$ cat src/rtl/spi_slave_ctrl.sv
// SPI mode-0 slave: pin synchronizers, edge detection, WIDTH-bit shift in/out,
// valid/ready rx port and one-word tx buffer. Optional macro SPI_GLITCH_FILTER_EN.
module spi_slave_ctrl #(
  parameter int WIDTH       = 8,
  parameter int SYNC_STAGES = 2
) (
  input  logic             clk,
  input  logic             rst,
  input  logic             spi_sclk,
  input  logic             spi_cs_n,
  input  logic             spi_mosi,
  output logic             spi_miso,
  output logic [WIDTH-1:0] rx_data,
  output logic             rx_valid,
  input  logic             rx_ready,
  input  logic [WIDTH-1:0] tx_data,
  input  logic             tx_valid,
  output logic             tx_ready,
  output logic             overrun,
  input  logic             overrun_clr,
  output logic             busy
);
  localparam int CNT_W = $clog2(WIDTH) + 1;
  localparam logic [CNT_W-1:0] CNT_FULL = CNT_W'(WIDTH);
  localparam logic [CNT_W-1:0] CNT_LAST = CNT_W'(WIDTH - 1);

  typedef enum logic {IDLE, ACTIVE} state_t;

  state_t                 state_q, state_d;
  logic [SYNC_STAGES-1:0] sclk_sync_q, sclk_sync_d;
  logic [SYNC_STAGES-1:0] cs_sync_q, cs_sync_d;
  logic [SYNC_STAGES-1:0] mosi_sync_q, mosi_sync_d;
  logic                   sclk_hist_q, sclk_hist_d;
  logic                   cs_hist_q, cs_hist_d;
  logic [CNT_W-1:0]       bit_cnt_q, bit_cnt_d;
  logic [WIDTH-1:0]       rx_shift_q, rx_shift_d;
  logic [WIDTH-1:0]       tx_shift_q, tx_shift_d;
  logic [WIDTH-1:0]       tx_buf_q, tx_buf_d;
  logic [WIDTH-1:0]       rx_data_q, rx_data_d;
  logic                   rx_valid_q, rx_valid_d;
  logic                   tx_empty_q, tx_empty_d;
  logic                   overrun_q, overrun_d;
  logic                   miso_q, miso_d;
  logic                   busy_q, busy_d;

  logic             sclk_s, cs_s, mosi_s, sclk_lvl;
  logic             sclk_rise, sclk_fall, cs_fall, cs_rise;
  logic             do_load;
  logic [WIDTH-1:0] load_word;

  assign sclk_s = sclk_sync_q[SYNC_STAGES-1];
  assign cs_s   = cs_sync_q[SYNC_STAGES-1];
  assign mosi_s = mosi_sync_q[SYNC_STAGES-1];

`ifdef SPI_GLITCH_FILTER_EN
  // The history flop doubles as the filtered level: it only follows sclk_s
  // once two consecutive synced samples agree.
  logic sclk_prev_q, sclk_prev_d;
  always_comb begin
    sclk_prev_d = sclk_s;
    sclk_lvl    = (sclk_s == sclk_prev_q) ? sclk_s : sclk_hist_q;
  end
  always_ff @(posedge clk) begin
    if (rst) sclk_prev_q <= 1'b0;
    else     sclk_prev_q <= sclk_prev_d;
  end
`else
  assign sclk_lvl = sclk_s;
`endif

  assign sclk_rise = sclk_lvl & ~sclk_hist_q;
  assign sclk_fall = ~sclk_lvl & sclk_hist_q;
  assign cs_fall   = ~cs_s & cs_hist_q;
  assign cs_rise   = cs_s & ~cs_hist_q;
  assign load_word = tx_empty_q ? '0 : tx_buf_q;

  always_comb begin
    sclk_sync_d = {sclk_sync_q[SYNC_STAGES-2:0], spi_sclk};
    cs_sync_d   = {cs_sync_q[SYNC_STAGES-2:0], spi_cs_n};
    mosi_sync_d = {mosi_sync_q[SYNC_STAGES-2:0], spi_mosi};
    sclk_hist_d = sclk_lvl;
    cs_hist_d   = cs_s;
    state_d     = state_q;
    bit_cnt_d   = bit_cnt_q;
    rx_shift_d  = rx_shift_q;
    tx_shift_d  = tx_shift_q;
    tx_buf_d    = tx_buf_q;
    rx_data_d   = rx_data_q;
    rx_valid_d  = rx_valid_q;
    tx_empty_d  = tx_empty_q;
    overrun_d   = overrun_q;
    miso_d      = miso_q;
    do_load     = 1'b0;

    if (rx_valid_q && rx_ready) rx_valid_d = 1'b0;
    if (tx_empty_q && tx_valid) begin
      tx_buf_d   = tx_data;
      tx_empty_d = 1'b0;
    end

    case (state_q)
      IDLE: begin
        miso_d = 1'b0;
        if (cs_fall) begin
          state_d   = ACTIVE;
          bit_cnt_d = '0;
          do_load   = 1'b1;
        end
      end
      ACTIVE: begin
        if (cs_rise) begin
          state_d   = IDLE;
          bit_cnt_d = '0;
          miso_d    = 1'b0;
        end else if (sclk_rise) begin
          if (bit_cnt_q != CNT_FULL) begin
            rx_shift_d = {rx_shift_q[WIDTH-2:0], mosi_s};
            bit_cnt_d  = bit_cnt_q + CNT_W'(1);
            // A completion may land in the same cycle the consumer accepts.
            if (bit_cnt_q == CNT_LAST) begin
              if (!rx_valid_q || rx_ready) begin
                rx_data_d  = rx_shift_d;
                rx_valid_d = 1'b1;
              end else begin
                overrun_d = 1'b1;
              end
            end
          end
        end else if (sclk_fall) begin
          if (bit_cnt_q == CNT_FULL) begin
            bit_cnt_d = '0;
            do_load   = 1'b1;
          end else begin
            tx_shift_d = {tx_shift_q[WIDTH-2:0], 1'b0};
            miso_d     = tx_shift_q[WIDTH-2];
          end
        end
      end
    endcase

    if (do_load) begin
      tx_shift_d = load_word;
      miso_d     = load_word[WIDTH-1];
      if (!tx_empty_q) tx_empty_d = 1'b1;
    end
    if (overrun_clr) overrun_d = 1'b0;
    busy_d = (state_d == ACTIVE);
  end

  always_ff @(posedge clk) begin
    if (rst) begin
      state_q     <= IDLE;
      sclk_sync_q <= '0;
      cs_sync_q   <= '0;
      mosi_sync_q <= '0;
      sclk_hist_q <= 1'b0;
      cs_hist_q   <= 1'b0;
      bit_cnt_q   <= '0;
      rx_shift_q  <= '0;
      tx_shift_q  <= '0;
      tx_buf_q    <= '0;
      rx_data_q   <= '0;
      rx_valid_q  <= 1'b0;
      tx_empty_q  <= 1'b1;
      overrun_q   <= 1'b0;
      miso_q      <= 1'b0;
      busy_q      <= 1'b0;
    end else begin
      state_q     <= state_d;
      sclk_sync_q <= sclk_sync_d;
      cs_sync_q   <= cs_sync_d;
      mosi_sync_q <= mosi_sync_d;
      sclk_hist_q <= sclk_hist_d;
      cs_hist_q   <= cs_hist_d;
      bit_cnt_q   <= bit_cnt_d;
      rx_shift_q  <= rx_shift_d;
      tx_shift_q  <= tx_shift_d;
      tx_buf_q    <= tx_buf_d;
      rx_data_q   <= rx_data_d;
      rx_valid_q  <= rx_valid_d;
      tx_empty_q  <= tx_empty_d;
      overrun_q   <= overrun_d;
      miso_q      <= miso_d;
      busy_q      <= busy_d;
    end
  end

  assign spi_miso = miso_q;
  assign rx_data  = rx_data_q;
  assign rx_valid = rx_valid_q;
  assign tx_ready = tx_empty_q;
  assign overrun  = overrun_q;
  assign busy     = busy_q;
endmodule

$ cat config.mk
export PLATFORM = sky130hd
export DESIGN_NAME = spi_slave_ctrl
export DESIGN_NICKNAME = d
export VERILOG_FILES = /design/src/rtl/spi_slave_ctrl.sv
export SDC_FILE = /design/constraint.sdc
export NUM_CORES = 1
export LEC_CHECK = 0
export ABC_CLOCK_PERIOD_IN_PS = 4250
export BUFFER_PORTS_ARGS = -buffer_cell sky130_fd_sc_hd__buf_2
export CAP_MARGIN = 10
export CORE_ASPECT_RATIO = 0.9
export CORE_MARGIN = 10
export CORE_UTILIZATION = 52
export DETAILED_ROUTE_END_ITERATION = 6
export PLACE_DENSITY = 0.73
export SLEW_MARGIN = 5
export SYNTH_ARGS = -nofsm -noshare
export SYNTH_HDL_FRONTEND = slang
export SYNTH_SLANG_ARGS = --single-unit
$ cat constraint.sdc
create_clock -name clk -period 4.25 [get_ports clk]
set_input_delay 1.0625 -clock clk [delete_from_list [all_inputs] [get_ports clk]]
set_output_delay 1.0625 -clock clk [all_outputs]
set_load 0.005 [all_outputs]
* Word-level counts from Yosys, hierarchy flattened
Index checks and enable logic that the tools add are counted.
** Storage, ports and cells
- Logic and storage cells :: 91
- Flip-flop bits (word level) :: 47
** Operators by class
- Bitwise logic cells :: 11
- Equal/unequal tests :: 13
- $add $sub $neg :: 1
- Reduce and logical (&&, ||, !) cells :: 13
- Mux-type cells :: 38
** Operators with widths (count)
- 2-to-1 mux 7 bit :: 6
- 2-to-1 mux 4 bit :: 6
- 2-to-1 mux 1 bit :: 21
- inequality test 4 x 1 -> 1 bit (second input constant) :: 3
- AND reduction 6 bit :: 2
- 2-to-1 mux 8 bit :: 1
- inequality test 4 x 2 -> 1 bit (second input constant) :: 2
- inequality test 4 bit (second input constant) :: 2
- case mux 4 bit (2 select lines) :: 1
- AND reduction 4 bit :: 2
- inverter 1 bit :: 7
- case mux 1 bit (2 select lines) :: 3
- AND reduction 5 bit :: 1
- adder 4 x 1 -> 4 bit (second input constant) :: 1
- AND 1 bit :: 4
- equality test 4 x 3 -> 1 bit (second input constant) :: 1
- equality test 4 bit (second input constant) :: 1
- inequality test 2 x 1 -> 1 bit (second input constant) :: 2
- inequality test 2 bit (second input constant) :: 2
- nonzero test 2 bit :: 2
- AND reduction 3 bit :: 1
- logical AND 1 bit :: 2
- OR reduction 2 bit :: 1
- zero test 1 bit :: 1
- logical OR 1 bit :: 1

* Depth between registers and ports, before layout
- Depth after elaboration :: 8
- Mapped depth :: 7
- Gate-level depth less buffers :: 6

* Least setup slack after synthesis
OpenSTA, ideal clock, no wires.
- Kind :: input to register
- From :: input port rst
- To :: register rx_data_q[6], in the netlist rx_data[6]
- Arrival time :: 1.845 ns
- Path buffers :: 2
- Stages on the path :: 5
- Path slack :: 2.334 ns
- Required time :: 4.178 ns
- Cells stage by stage :: inv_1 -> clkbuf_1 -> clkbuf_1 -> nand2_1 -> mux2i_1
** RTL lines
- from (decl) :: RTL line 8 : input logic rst,
- to (signal assigned) :: RTL line 179 : rx_data_q <= rx_data_d;
- to (decl) :: RTL line 39 : logic [WIDTH-1:0] rx_data_q, rx_data_d;

==> results.cfg <==
[drt]
drt-initial-drc-count = 99
dr.pass1.iters = 4
vias = 1569
wire_per_inst_um = 13.4
drcViolationCount = 0
post_drt_via_cell_ratio = 5.28
totalWireLength_mm = 3.98
antenna_left = 0

[clocking]
clock_sinks = 47
cts.htree.levels = 2
cts_tree = yes
cts-root-buf = clkbuf_8
postCtsHoldBufs = 0
cts.repair.resized = 0
numCtsBuffers = 5
clockBufferDepth = 2
post_cts_buffers = 0
insertion_delay_ns = 0.30
path_clk_slew_ns = 0.09

[worst_setup_path]
cpPeakStageDelay_ns = 0.53
cp_max_fo = 40
end_kind = flip-flop
worstPathCellList = buf_2 > inv_1 > nand2_1 > a311o_1 > o31ai_1
startpoint_type = primary input
crit_slowest_cell = buf_2
crit_required_ns = 4.42
arrival_ns = 2.46
crit_type = primary input to flip-flop

[timing]
grt_setup_unrepaired = no
slew_headroom = 0.372
setup_viol = 0
hold_violations = 0
clock_skew_ns = 0.00446
post-route-period-util = 0.539
finalSetupTns_ns = 0
worst_pin_slew_ns = 0.941
min_period_ns = 2.29
hold_slack_ns = 0.442
fmax_mhz = 437
setup_ws_ns = 1.96
drv_slew = 0

[floorplan]
rows = 21
pin_count = 29
die_area_mm2 = 0.00693
core_area_mm2 = 0.00378
die-height_um = 80.0
start_util = 0.550
fp.dieW_um = 86.7

[power]
power.leakage_nw = 0.925
report.power.total_uw = 857
power.density_mw_per_mm2 = 369
ir_drop_mv = 0.229

[synthesis]
synth_simple_gate_area_frac = 0.252
synth_area_leaders = dfxtp_1 45%, nand2_1 7.6%, mux2i_1 7.2%
synthXorXnorAreaFrac = 0
ys_types = 53
async_reset_ff_frac = 0
synth_nets = 244
syn_inst = 226
synth_common_cells = 47 x dfxtp_1, 42 x nand2_1, 15 x mux2i_1, 14 x a21oi_1, 11 x nor2_1
synth_ff_type = dfxtp_1
synth_compound_area_frac = 0.160
yosysTopAreaCell = dfxtp_1
synth_top_family_by_area = simple AND/OR/NAND/NOR gates
synth_edf_count = 0
ys_seq_area_frac = 0.452
avgSynthCellArea_um2 = 9.20
synthMuxAreaShare = 0.0722
ys_ff_latch = 47
synth_top_area_frac = 0.452
yosysWarnings = 0
yosysMostFrequentCell = dfxtp_1
yosys.area_share.adder = 0.0120
syn_area_mm2 = 0.00208

[finish]
nFillCells = 359
register_area_um2 = 941
layout.nets = 268
diodes = 0
areaGrowthSynthToFinish_pct = 11.8
multi_input_area_mm2 = 0.00103
drive_gt1_frac = 0.187

[global_routing]
overflow = 0
grt_pass1_vias = 1531
grt_pass1_wl_mm = 7.06
grt_usage = 0.123
antenna_found_initial = 0
grt_max_degree = 41

[placed_design]
dpl.hpwl_mm = 2.84
place_ws_ns = 1.60
gp_congestion = 0.822
portBuffers = 28

[status]
status = complete, no violations

[flow_run]
drv_cap = 0

[hold_path]
min_path_type = flip-flop to flip-flop
[report_power, final]
group	internal [mW]	switching (mW)
clock network	0.194	0.153
logic	0.0206	0.0279
registers	0.452	0.0102
[logic make-up (layout without fill, tap and decap cells)]
| family | Yosys count | in the layout |
|---|---|---|
| simple gates | 96 | 96 |
| flops | 47 | 47 |
| compound gates | 46 | 46 |
| buf+inv | 20 | 45 |
| mux | 15 | 15 |
| fa+ha+maj | 2 | 2 |
[path summary, 6_finish.rpt]
kind	startpoint	to	cells past startpoint	slack (ns)
hold reg to reg	sclk_sync_q[0]	sclk_sync_q[1]	1	0.44
setup / recovery	rst	bit_cnt_q[1]	5	1.96
hold / removal	sclk_sync_q[0]	sclk_sync_q[1]	1	0.44
setup reg to reg	busy	rx_data[4]	3	2.14
[area by class of cell]
type,instances,area share
Multi-Input combinational cell,159,0.443
Sequential cell,47,0.405
Timing Repair Buffer,28,0.0603
Clock buffer,6,0.0355
Tap cell,46,0.0248
Clock inverter,2,0.0167
Inverter,9,0.0145
[cell usage in the layout (no fill, tap or decap), types with 4 or more instances in the layout]
cell type / n
clkbuf_8: 6
dfxtp_1: 47
mux2i_1: 15
inv_1: 9
nor2_1: 11
nand2_1: 42
a21oi_1: 14
nor2b_1: 10
o21ai_0: 4
buf_2: 28
nand3_1: 6
[state kept, by name, summed over array words and instances, names as in the netlist]
register / flops
cs_hist_q: 1
overrun: 1
tx_buf_q: 8
rx_valid: 1
spi_miso: 1
cs_sync_q: 2
sclk_sync_q: 2
tx_shift_q: 7
bit_cnt_q: 4
sclk_hist_q: 1
mosi_sync_q: 2
tx_ready: 1
rx_data: 8
busy: 1
rx_shift_q: 7
[critical path: cells and delay by family]
family	cells	cell delay (ns)
AO/OA/AOI/OAI	2	0.19
AND/OR/NAND/NOR	1	0.18
buffers and inverters	2	1.01
[layer usage]
| layer | vias to the layer above | part of all wire | track usage |
|---|---|---|---|
| li1 | 834 | - | - |
| met1 | 702 | 0.51 | 0.162 |
| met2 | 28 | 0.43 | 0.184 |
| met3 | 5 | 0.049 | 0.0388 |
| met4 | 0 | 0.0095 | 0.0453 |
| met5 | - | 0 | 0 |
[metrics by stage]
stage / area [um2] / cells / utilization
floorplan: 2080 / 226 / -
global placement: 2200 / 289 / 0.582
CTS: 2320 / 297 / 0.614
global route: 2320 / 297 / 0.614
finish: 2320 / 297 / 0.614
detailed placement: 2200 / 289 / 0.582
Note: power is estimated with default switching activity, not from simulation.
